File: src/rtl/seg7_pkg.sv
//==============================================================================
// seg7_pkg: shared glyph table and segment-bit constants for the scan driver.
// Revision: 1.0
//==============================================================================
`default_nettype none

package seg7_pkg;

    localparam int         SEG_DP    = 7;
    localparam logic [7:0] SEG_BLANK = 8'h00;

    // Active-high g..a patterns, entry 0 in the least significant 7 bits.
    localparam logic [16*7-1:0] GLYPH_TABLE = {
        7'h71, 7'h79, 7'h5E, 7'h39, 7'h7C, 7'h77, 7'h6F, 7'h7F,
        7'h07, 7'h7D, 7'h6D, 7'h66, 7'h4F, 7'h5B, 7'h06, 7'h3F
    };

    function automatic logic [6:0] glyph(input logic [3:0] nib);
        return GLYPH_TABLE[{nib, 3'b000} - {3'b000, nib} +: 7];
    endfunction

endpackage

`default_nettype wire

File: src/rtl/seven_seg_scan_if.sv
//==============================================================================
// seven_seg_scan_if: valid/ready frame-load bus carrying per-digit hex/dp/blank.
// Revision: 1.0
//==============================================================================
`default_nettype none

interface seven_seg_scan_if #(
    parameter int N_DIGITS = 4
);
    logic                  load_valid;
    logic                  load_ready;
    logic [4*N_DIGITS-1:0] load_digits;
    logic [N_DIGITS-1:0]   load_dp;
    logic [N_DIGITS-1:0]   load_blank;

    modport master (
        output load_valid, load_digits, load_dp, load_blank,
        input  load_ready
    );

    modport slave (
        input  load_valid, load_digits, load_dp, load_blank,
        output load_ready
    );
endinterface

`default_nettype wire

File: src/rtl/seg7_hex_decode.sv
//==============================================================================
// seg7_hex_decode: nibble + dp + dark to active-high {dp, g..a} pattern.
// Revision: 1.0
//==============================================================================
`default_nettype none

module seg7_hex_decode
    import seg7_pkg::*;
(
    input  logic [3:0] nibble,
    input  logic       dp,
    input  logic       dark,
    output logic [7:0] pattern
);

    always_comb begin
        pattern         = SEG_BLANK;
        pattern[SEG_DP] = dp;
        if (!dark) begin
            pattern[6:0] = glyph(nibble);
        end
    end

endmodule

`default_nettype wire

File: src/rtl/seven_seg_scan.sv
//==============================================================================
// seven_seg_scan: N-digit multiplexed 7-segment driver, double-buffered load.
// Revision: 1.0
//==============================================================================
`default_nettype none

module seven_seg_scan
    import seg7_pkg::*;
#(
    parameter int N_DIGITS       = 4,
    parameter int DIV_W          = 10,
    parameter int BRIGHT_W       = 3,
    parameter int SEG_ACTIVE_LOW = 1,
    parameter int COM_ACTIVE_LOW = 1
) (
    input  logic                clk,
    input  logic                rst_n,
    seven_seg_scan_if.slave     load,
    input  logic                lzs_en,
    input  logic                disp_en,
    input  logic [BRIGHT_W-1:0] bright,
    output logic [7:0]          seg,
    output logic [N_DIGITS-1:0] com,
    output logic                frame_done
);

    localparam int                  IDX_W    = (N_DIGITS > 1) ? $clog2(N_DIGITS) : 1;
    localparam logic [IDX_W-1:0]    LAST_IDX = IDX_W'(N_DIGITS - 1);
    localparam logic [7:0]          SEG_OFF  = (SEG_ACTIVE_LOW != 0) ? 8'hFF : 8'h00;
    localparam logic [N_DIGITS-1:0] COM_OFF  = (COM_ACTIVE_LOW != 0) ? '1 : '0;

    logic [DIV_W-1:0]      r_div;
    logic [IDX_W-1:0]      r_idx;
    logic [4*N_DIGITS-1:0] r_pend_digits, r_sh_digits;
    logic [N_DIGITS-1:0]   r_pend_dp,     r_sh_dp;
    logic [N_DIGITS-1:0]   r_pend_blank,  r_sh_blank;
    logic                  r_pend_full;
    logic [7:0]            r_seg;
    logic [N_DIGITS-1:0]   r_com;
    logic                  r_frame_done;

    logic                  w_slot_end;
    logic                  w_frame_bnd;
    logic                  w_capture;
    logic [N_DIGITS-1:0]   w_dark;
    logic [3:0]            w_nib;
    logic                  w_dp;
    logic                  w_dark_cur;
    logic [7:0]            w_pattern;
    logic                  w_on;
    logic [N_DIGITS-1:0]   w_onehot;

    assign w_slot_end      = (r_div == '1);
    assign w_frame_bnd     = w_slot_end && (r_idx == LAST_IDX);
    assign w_capture       = load.load_valid && !r_pend_full;
    assign load.load_ready = !r_pend_full;

    // Prescaler and digit index
    always_ff @(posedge clk or negedge rst_n) begin
        if (!rst_n) begin
            r_div <= '0;
            r_idx <= '0;
        end else begin
            r_div <= r_div + DIV_W'(1);
            if (w_slot_end) begin
                r_idx <= (r_idx == LAST_IDX) ? '0 : r_idx + IDX_W'(1);
            end
        end
    end

    // Capture and transfer are exclusive: capture needs pending empty,
    // transfer needs it full, so a load on the boundary cycle waits a frame.
    always_ff @(posedge clk or negedge rst_n) begin
        if (!rst_n) begin
            r_pend_digits <= '0;
            r_pend_dp     <= '0;
            r_pend_blank  <= '0;
            r_pend_full   <= 1'b0;
            r_sh_digits   <= '0;
            r_sh_dp       <= '0;
            r_sh_blank    <= '0;
        end else if (w_capture) begin
            r_pend_digits <= load.load_digits;
            r_pend_dp     <= load.load_dp;
            r_pend_blank  <= load.load_blank;
            r_pend_full   <= 1'b1;
        end else if (w_frame_bnd && r_pend_full) begin
            r_sh_digits   <= r_pend_digits;
            r_sh_dp       <= r_pend_dp;
            r_sh_blank    <= r_pend_blank;
            r_pend_full   <= 1'b0;
        end
    end

    // A digit is suppressed while it and every digit above it read zero.
    always_comb begin
        logic run_zero;
        run_zero = 1'b1;
        w_dark   = '0;
        for (int i = N_DIGITS - 1; i >= 0; i--) begin
            run_zero  = run_zero & (r_sh_digits[4*i +: 4] == 4'h0);
            w_dark[i] = r_sh_blank[i] | (lzs_en & run_zero & (i != 0));
        end
    end

    assign w_nib      = r_sh_digits[{r_idx, 2'b00} +: 4];
    assign w_dp       = r_sh_dp[r_idx];
    assign w_dark_cur = w_dark[r_idx];

    seg7_hex_decode u_decode (
        .nibble  (w_nib),
        .dp      (w_dp),
        .dark    (w_dark_cur),
        .pattern (w_pattern)
    );

    // div_cnt==0 is the anti-ghost dead cycle; the MSBs set the PWM window.
    assign w_on = disp_en && (r_div != '0) && (r_div[DIV_W-1 -: BRIGHT_W] <= bright);

    always_comb begin
        w_onehot        = '0;
        w_onehot[r_idx] = w_on;
    end

    always_ff @(posedge clk or negedge rst_n) begin
        if (!rst_n) begin
            r_seg        <= SEG_OFF;
            r_com        <= COM_OFF;
            r_frame_done <= 1'b0;
        end else begin
            r_seg        <= w_pattern ^ SEG_OFF;
            r_com        <= w_onehot ^ COM_OFF;
            r_frame_done <= w_frame_bnd;
        end
    end

    assign seg        = r_seg;
    assign com        = r_com;
    assign frame_done = r_frame_done;

endmodule

`default_nettype wire
File: src/flat_wrapper.sv
// flat-port wrapper written by rule: the top's interface ports become plain ports
module seven_seg_scan_flat import seg7_pkg::*;
#(
    parameter int N_DIGITS       = 4,
    parameter int DIV_W          = 10,
    parameter int BRIGHT_W       = 3,
    parameter int SEG_ACTIVE_LOW = 1,
    parameter int COM_ACTIVE_LOW = 1
)
  (clk, rst_n, lzs_en, disp_en, bright, seg, com, frame_done, load_load_valid, load_load_digits, load_load_dp, load_load_blank, load_load_ready);
  seven_seg_scan_if #(.N_DIGITS(N_DIGITS)) load_i ();
  input  logic clk;
  input  logic rst_n;
  input  logic lzs_en;
  input  logic disp_en;
  input  logic [BRIGHT_W-1:0] bright;
  output logic [7:0] seg;
  output logic [N_DIGITS-1:0] com;
  output logic frame_done;
  input wire logic [$bits(load_i.load_valid)-1:0] load_load_valid;
  input wire logic [$bits(load_i.load_digits)-1:0] load_load_digits;
  input wire logic [$bits(load_i.load_dp)-1:0] load_load_dp;
  input wire logic [$bits(load_i.load_blank)-1:0] load_load_blank;
  output wire logic [$bits(load_i.load_ready)-1:0] load_load_ready;
  assign load_i.load_valid = load_load_valid;
  assign load_i.load_digits = load_load_digits;
  assign load_i.load_dp = load_load_dp;
  assign load_i.load_blank = load_load_blank;
  assign load_load_ready = load_i.load_ready;
  seven_seg_scan #(.N_DIGITS(N_DIGITS), .DIV_W(DIV_W), .BRIGHT_W(BRIGHT_W), .SEG_ACTIVE_LOW(SEG_ACTIVE_LOW), .COM_ACTIVE_LOW(COM_ACTIVE_LOW)) u_core (.clk(clk), .rst_n(rst_n), .load(load_i), .lzs_en(lzs_en), .disp_en(disp_en), .bright(bright), .seg(seg), .com(com), .frame_done(frame_done));
endmodule
File: config.mk
export PLATFORM = sky130hd
export DESIGN_NAME = seven_seg_scan_flat
export DESIGN_NICKNAME = d
export VERILOG_FILES = /design/src/rtl/seg7_pkg.sv /design/src/rtl/seven_seg_scan_if.sv /design/src/rtl/seg7_hex_decode.sv /design/src/rtl/seven_seg_scan.sv /design/src/flat_wrapper.sv
export SDC_FILE = /design/constraint.sdc
export NUM_CORES = 1
export LEC_CHECK = 0
export CORE_UTILIZATION = 58
export DETAILED_ROUTE_END_ITERATION = 8
export DONT_BUFFER_PORTS = 1
export PLACE_DENSITY = 0.78
export SYNTH_ARGS = -nofsm -noshare
export SYNTH_HDL_FRONTEND = slang
export SYNTH_SLANG_ARGS = --single-unit
File: constraint.sdc
create_clock -name clk -period 3.3 [get_ports clk]
set_input_delay 0.33 -clock clk [delete_from_list [all_inputs] [get_ports clk]]
set_output_delay 0.33 -clock clk [all_outputs]
set_load 0.05 [all_outputs]
# After elaboration in Yosys (flattened, before gate mapping)
# Index checks and enable logic that the tools add are counted.
# W data, S select, Z words.
[totals] ff_bits=74 in_bits=32 word_cells=57
[op_classes] add_sub_neg=3 magnitude_cmp=3 n_eq_ne=2 n_shift=2 mux=10 n_bitwise=12 n_reduce_logical=13
[ops] cell="$shiftx A112 B8 Y7 const A" count=1
[ops] cell="$shiftx A16 B5 Y4" count=1
[ops] cell="$logic_not A4 Y1" count=3
[ops] cell="$add A10 B1 Y10 const B" count=1
[ops] cell="$eq A10 B10 Y1 const B" count=1
[ops] cell="$reduce_bool A10 Y1" count=1
[ops] cell="$not A8 Y8" count=1
[ops] cell="$mux W7" count=1
[ops] cell="$sub A7 B4 Y7" count=1
[ops] cell="$logic_and A1 B1 Y1" count=6
[ops] cell="$and A1 B1 Y1" count=5
[ops] cell="$mux W1" count=5
[ops] cell="$and A4 B4 Y4" count=1
[ops] cell="$bmux W1 S2" count=2
[ops] cell="$not A4 Y4" count=1
[ops] cell="$le A3 B3 Y1" count=1
[ops] cell="$lt A2 B3 Y1 const B" count=1
[ops] cell="$or A1 B1 Y1" count=3
[ops] cell="$add A2 B1 Y2 const B" count=1
[ops] cell="$demux W1 S2" count=1
[ops] cell="$eq A2 B2 Y1 const B" count=1
[ops] cell="$ge A2 B1 Y1 const B" count=1
[ops] cell="$mux W2" count=1
[ops] cell="$reduce_and A2 Y1" count=1
[ops] cell="other kinds (3)" count=3

# Logic depth before layout (Yosys ltp)
[logic_depth] word_depth=9 depth_mapped=15

# Cells and area by module
# Synthesis repeated with hierarchy kept, for this count alone.
[hier_totals] hier_cells=504 hier_area_um2=5185.0
[modules_own_cells] mod="seven_seg_scan" instances=1 cells_each=210 area_per_inst_um2=3161.8 seq_area_each_um2=1866.8
[modules_own_cells] mod="seg7_hex_decode" instances=1 cells_each=294 area_per_inst_um2=2023.2 seq_area_each_um2=0.0

# Worst setup path after synthesis
# Ideal clock, no wire load.
[synth_timing] path_kind="reg-to-reg" start="register u_core.r_idx[0]" end="register u_core.r_seg[3], in the netlist u_core.seg[3]" t_arrival_ps=3544 setup_slack_ps=-352 stages_incl_launch_ff=15 period_less_slack_ps=3652 cell_sequence="dfrtp_1 -> buf_6 -> mux4_2 -> clkbuf_1 -> inv_1 -> ha_1 -> clkbuf_1 -> nand2_1 -> o21ai_1 -> xnor2_1 -> clkbuf_1 -> clkbuf_1 -> o211ai_1 -> a221oi_1 -> o221ai_1"
[synth_via] elab_chain_len=5 elab_cells_between_ends=7
[synth_lines] item="from (decl)" line="seven_seg_scan.sv:33" text="logic [IDX_W-1:0] r_idx;"
[synth_lines] item="from (signal assigned)" line="seven_seg_scan.sv:66" text="r_idx <= (r_idx == LAST_IDX) ? '0 : r_idx + IDX_W'(1);"
[synth_lines] item="$shiftx A16 B5 Y4" line="seven_seg_scan.sv:106" text="assign w_nib = r_sh_digits[{r_idx, 2'b00} +: 4];"
[synth_lines] item="$sub A7 B4 Y7" line="seg7_pkg.sv:19" text="return GLYPH_TABLE[{nib, 3'b000} - {3'b000, nib} +: 7];"
[synth_lines] item="$shiftx A112 B8 Y7" line="seg7_pkg.sv:19"
[synth_lines] item="$mux W7 *" line="seg7_hex_decode.sv:19" text="if (!dark) begin"
[synth_lines] item="$not A8 Y8 (no source line) *"
[synth_lines] item="to (signal assigned)" line="seven_seg_scan.sv:131" text="r_seg <= w_pattern ^ SEG_OFF;"
[synth_lines] item="to (decl)" line="seven_seg_scan.sv:38" text="logic [7:0] r_seg;"
# Every way passes the cells marked *; elsewhere a longest branch is shown, timed or not. The select of a mux whose other input is x is not followed.
# A chain may end at the register's enable or synchronous reset.

# Worst setup path in the final report
# Ends and elaborated chain as after synthesis.

==> reports/summary.log <==
[worst_hold_path] Hold Path Depth 1
[yosys] sequential share of the synthesized area 0.378
[yosys] Syn Std Cell Area 0.00494 mm2
[power_and_ir_drop] total power 0.00176 W
[power_and_ir_drop] part of the power in combinational logic 0.037
[timing] setup repair after global routing missed its margin no
[power_and_ir_drop] pwr dens 320 mW/mm2
[global_routing] first-pass GRT wire length 21100 um
[timing] Fmax 313 MHz
[drt] drt wl/cell 20.5 um
[power_and_ir_drop] Switching Share 0.241
[floorplanning] die area 0.00889 mm2
[setup_path] startpoint of the most critical register-to-register path u_core.r_idx[0]$_DFFE_PN0N_
[floorplanning] num rows 33
[finish] Synth-to-Final Area Change 11.3%
[setup_path] crit path max fanout 12
[cts] sinks on the clock net 74
[timing] number of failing hold endpoints at the final stage 0
[placement] PortBufs 0
[drt] routed via count divided by cell count 6.70
[global_routing] remaining global-route overflow 0
[yosys] primary flip-flop cell chosen by synthesis mapping dfrtp_1
[drt] count of antenna-violating nets left after detailed routing 0
[job] max-capacitance violation count 0
[yosys] Yosys warning total 0
[cts] clock root buffer clkbuf_8
[floorplanning] effective utilization at floorplan 0.601
[drt] first-pass detailed-route iteration total 5
[setup_path] Register-to-Register Setup Slack 0.11 ns
[timing] worst rel slew slack 0.246
[power_and_ir_drop] power share of the sequential group 0.551
[finish] fin nets 577
[timing] share of the clock period used by the worst path after layout 0.968
[yosys] post-synthesis instance total 511
[power_and_ir_drop] IR Drop Worst-Case VDD 406 uV
[global_routing] largest net degree at the start of global routing 75
[cts] clock transition at the register clock pins on the worst setup and hold paths after CTS 0.09 ns
[global_routing] initial antenna violation count 0
[floorplanning] width of the chip 94.3 um
[placement] post-placement cell area 0.00523 mm2
[worst_hold_path] hold path startpoint load_load_valid
[timing] Post-Route Skew 0.0120 ns
[power_and_ir_drop] power dissipated by switching net loads 0.000424 W
[power_and_ir_drop] Pint 0.00134 W
[power_and_ir_drop] leakage component of the power 2.39 nW
[yosys] post-synthesis net count 567
[drt] number of DRC violations after detailed routing 0
[global_routing] number of global-route vias before repair 4074
[global_routing] GRT Util Overall 0.315
[cts] # H-tree levels 3
[finish] share of final-layout standard cells stronger than drive strength 1 0.278
[timing] final number of max-transition violations 0
[setup_path] endpoint of the worst register-to-register path u_core.seg[3]$_DFF_PN1_
[cts] deepest clock path buffer count 2
[setup_path] data arrival at the endpoint of the critical path 3.44 ns
[setup_path] Worst Reg-to-Reg Cells 11
[cts] Skew-Pair Late Insertion Delay 0.36 ns
[drt] final routed wirelength across all metal layers 13000 um
[run_status] run status finished clean
[placement] weighted congestion reported at the end of routability-driven placement 1.03
[setup_path] launching element of the worst setup path u_core.r_idx[0]$_DFFE_PN0N_
[floorplanning] Die Span Y 94.3 um
[drt] via count 4230
[finish] Final Core Density 0.670
[placement] cell total after placement 613
[worst_hold_path] endpoint with the worst hold slack u_core.r_pend_full$_DFFE_PN0P_
[cts] number of CTS-inserted buffers 9
[timing] transition time at the pin with the least slew margin 1.13 ns
[setup_path] kind of capture point of the worst setup path flop
[floorplanning] Top Ports 46
[drt] drt initial violations 521
[global_routing] met1 routing resource usage after global routing 0.413
[yosys] fraction of registers with async set/reset 1.00
[finish] final design instance area without fill 0.00550 mm2
[finish] number of antenna diodes 0
[global_routing] met2 Track Usage GR 0.490
[floorplanning] area of the core 0.00822 mm2
[setup_path] category of the most critical setup path flop to flop
[cts] clock tree from TritonCTS built
[timing] Period minus WS final 3.19 ns
[setup_path] crit start category flop
[yosys] number of enable flip-flop cells after synthesis 0
[setup_path] required time of the critical path 3.54 ns
[worst_hold_path] Tightest Hold Check Type primary input to flop
[placement] hpwl dp 9230 um
[timing] sum of negative setup slack 0 ns
[yosys] Syn Area/Cell 9.67 um2
[global_routing] global-route layer with the greatest usage met2
[finish] filler-free cell count of the finished design 631
[global_routing] met3 routing resource usage after global routing 0.0712
[power_and_ir_drop] part of the total power dissipated in the clock network 0.412
[yosys] count of cell types in the netlist 70
[cts] setup repair bufs after CTS 0
[yosys] total of flip-flops plus latches after synthesis 74
[timing] final setup violation count 0
metrics by stage:
step	hold slack (ns)	setup WS [ns]
4_1_cts	0.0955	0.0227
3_5_place_dp	0.0369	-0.0228
3_3_place_gp	0.0394	0.0346
2_1_floorplan	0.0344	0.000155
5_1_grt	0.0896	0.00714
6_report	0.103	0.105
cells in the final DEF (no fill, tap or decap), drive strengths merged, types with 8 or more instances in the layout:
cell type   n
o211ai      8
nor2       29
ha         24
inv        23
xnor2      12
dfrtp      62
a31oi       9
nand2      44
nor3       11
nand3      14
clkbuf      9
o21ai      29
mux2       49
dfstp      12
buf        41
a21oi      33
power by group through the flow:
stage | clock network, W | registers [W] | logic, W
3_3_place_gp | 0 | 0.000985 | 0.0000415
3_5_place_dp | 0 | 0.000989 | 0.0000447
2_1_floorplan | 0 | 0.000979 | 0.0000399
4_1_cts | 0.000733 | 0.000971 | 0.0000676
6_report | 0.000724 | 0.000970 | 0.0000654
5_1_grt | 0.000769 | 0.000975 | 0.0000734
worst max-delay path, cell delays in order (launching register included):
cell	delay [ns]
dfrtp_2	0.43
mux4_2	0.60
ha_4	0.30
buf_4	0.11
buf_6	0.14
nand2_1	0.06
or4b_2	0.60
o21ai_0	0.10
a31oi_1	0.06
a21o_1	0.21
a221oi_2	0.31
o221ai_1	0.17
cells in the mapped netlist (10+ instances only):
| master | n | area share |
|---|---|---|
| a21oi_1 | 31 | 0.031 |
| clkbuf_1 | 28 | 0.021 |
| dfrtp_1 | 62 | 0.31 |
| dfstp_2 | 12 | 0.064 |
| ha_1 | 24 | 0.061 |
| inv_1 | 21 | 0.016 |
| mux2_2 | 49 | 0.11 |
| nand2_1 | 43 | 0.033 |
| nand3_1 | 14 | 0.014 |
| nor2_1 | 29 | 0.022 |
| nor3_1 | 10 | 0.010 |
| o21ai_0 | 26 | 0.026 |
| xnor2_1 | 11 | 0.019 |
timing repair:
| item | 4_1_cts | 5_1_grt |
|---|---|---|
| hold buffers | 2 | 0 |
| endpoints found under the hold margin | 74 | 0 |
| setup endpoints to repair | 1 | 6 |
| resized for setup | 1 | 7 |
| pin swaps | 0 | 0 |
per-layer routing:
| layer | share of wire | vias to the layer above |
|---|---|---|
| met5 | 0 | - |
| met3 | 0.093 | 51 |
| met4 | 0.045 | 0 |
| li1 | - | 1901 |
| met2 | 0.46 | 256 |
| met1 | 0.40 | 2022 |
how the worst max path moves through the flow:
stage / endpoint / slack, ns / cells after the start
2_1_floorplan: u_core.seg[3]$_DFF_PN1_ / 0.0002 / 13
3_3_place_gp: u_core.seg[3]$_DFF_PN1_ / 0.03 / 11
3_5_place_dp: u_core.seg[3]$_DFF_PN1_ / -0.02 / 11
4_1_cts: u_core.seg[3]$_DFF_PN1_ / 0.02 / 11
5_1_grt: u_core.seg[0]$_DFF_PN1_ / 0.007 / 12
6_report: u_core.seg[3]$_DFF_PN1_ / 0.11 / 11
registers in the layout, indices dropped and copies added (netlist names), 8 cells and up:
register              count
u_core.seg                8
u_core.r_div             10
u_core.r_sh_digits       16
u_core.r_pend_digits     16
final cells by class:
| type | count | area [um2] |
|---|---|---|
| multi-input cells | 372 | 2850 |
| fillers | 601 | 2710 |
| well taps | 105 | 131 |
| inverters | 22 | 86.3 |
| clock buffers | 9 | 124 |
| clock inverters | 7 | 76.3 |
| flip-flops and latches | 74 | 1870 |
| repair buffers | 42 | 367 |
cells by family (layout without fill, tap and decap cells):
logic type | count (synthesis) | after routing | share of synthesized area
AO/OA/AOI/OAI | 141 | 141 | 0.198
XOR/XNOR | 15 | 15 | 0.0281
adder cells (fa/ha/maj) | 25 | 25 | 0.0628
buffers and inverters | 65 | 80 | 0.0562
flip-flops | 74 | 74 | 0.378
multiplexers | 58 | 58 | 0.143
AND/OR/NAND/NOR | 133 | 133 | 0.134
Note: power is estimated with default switching activity, not from simulation.
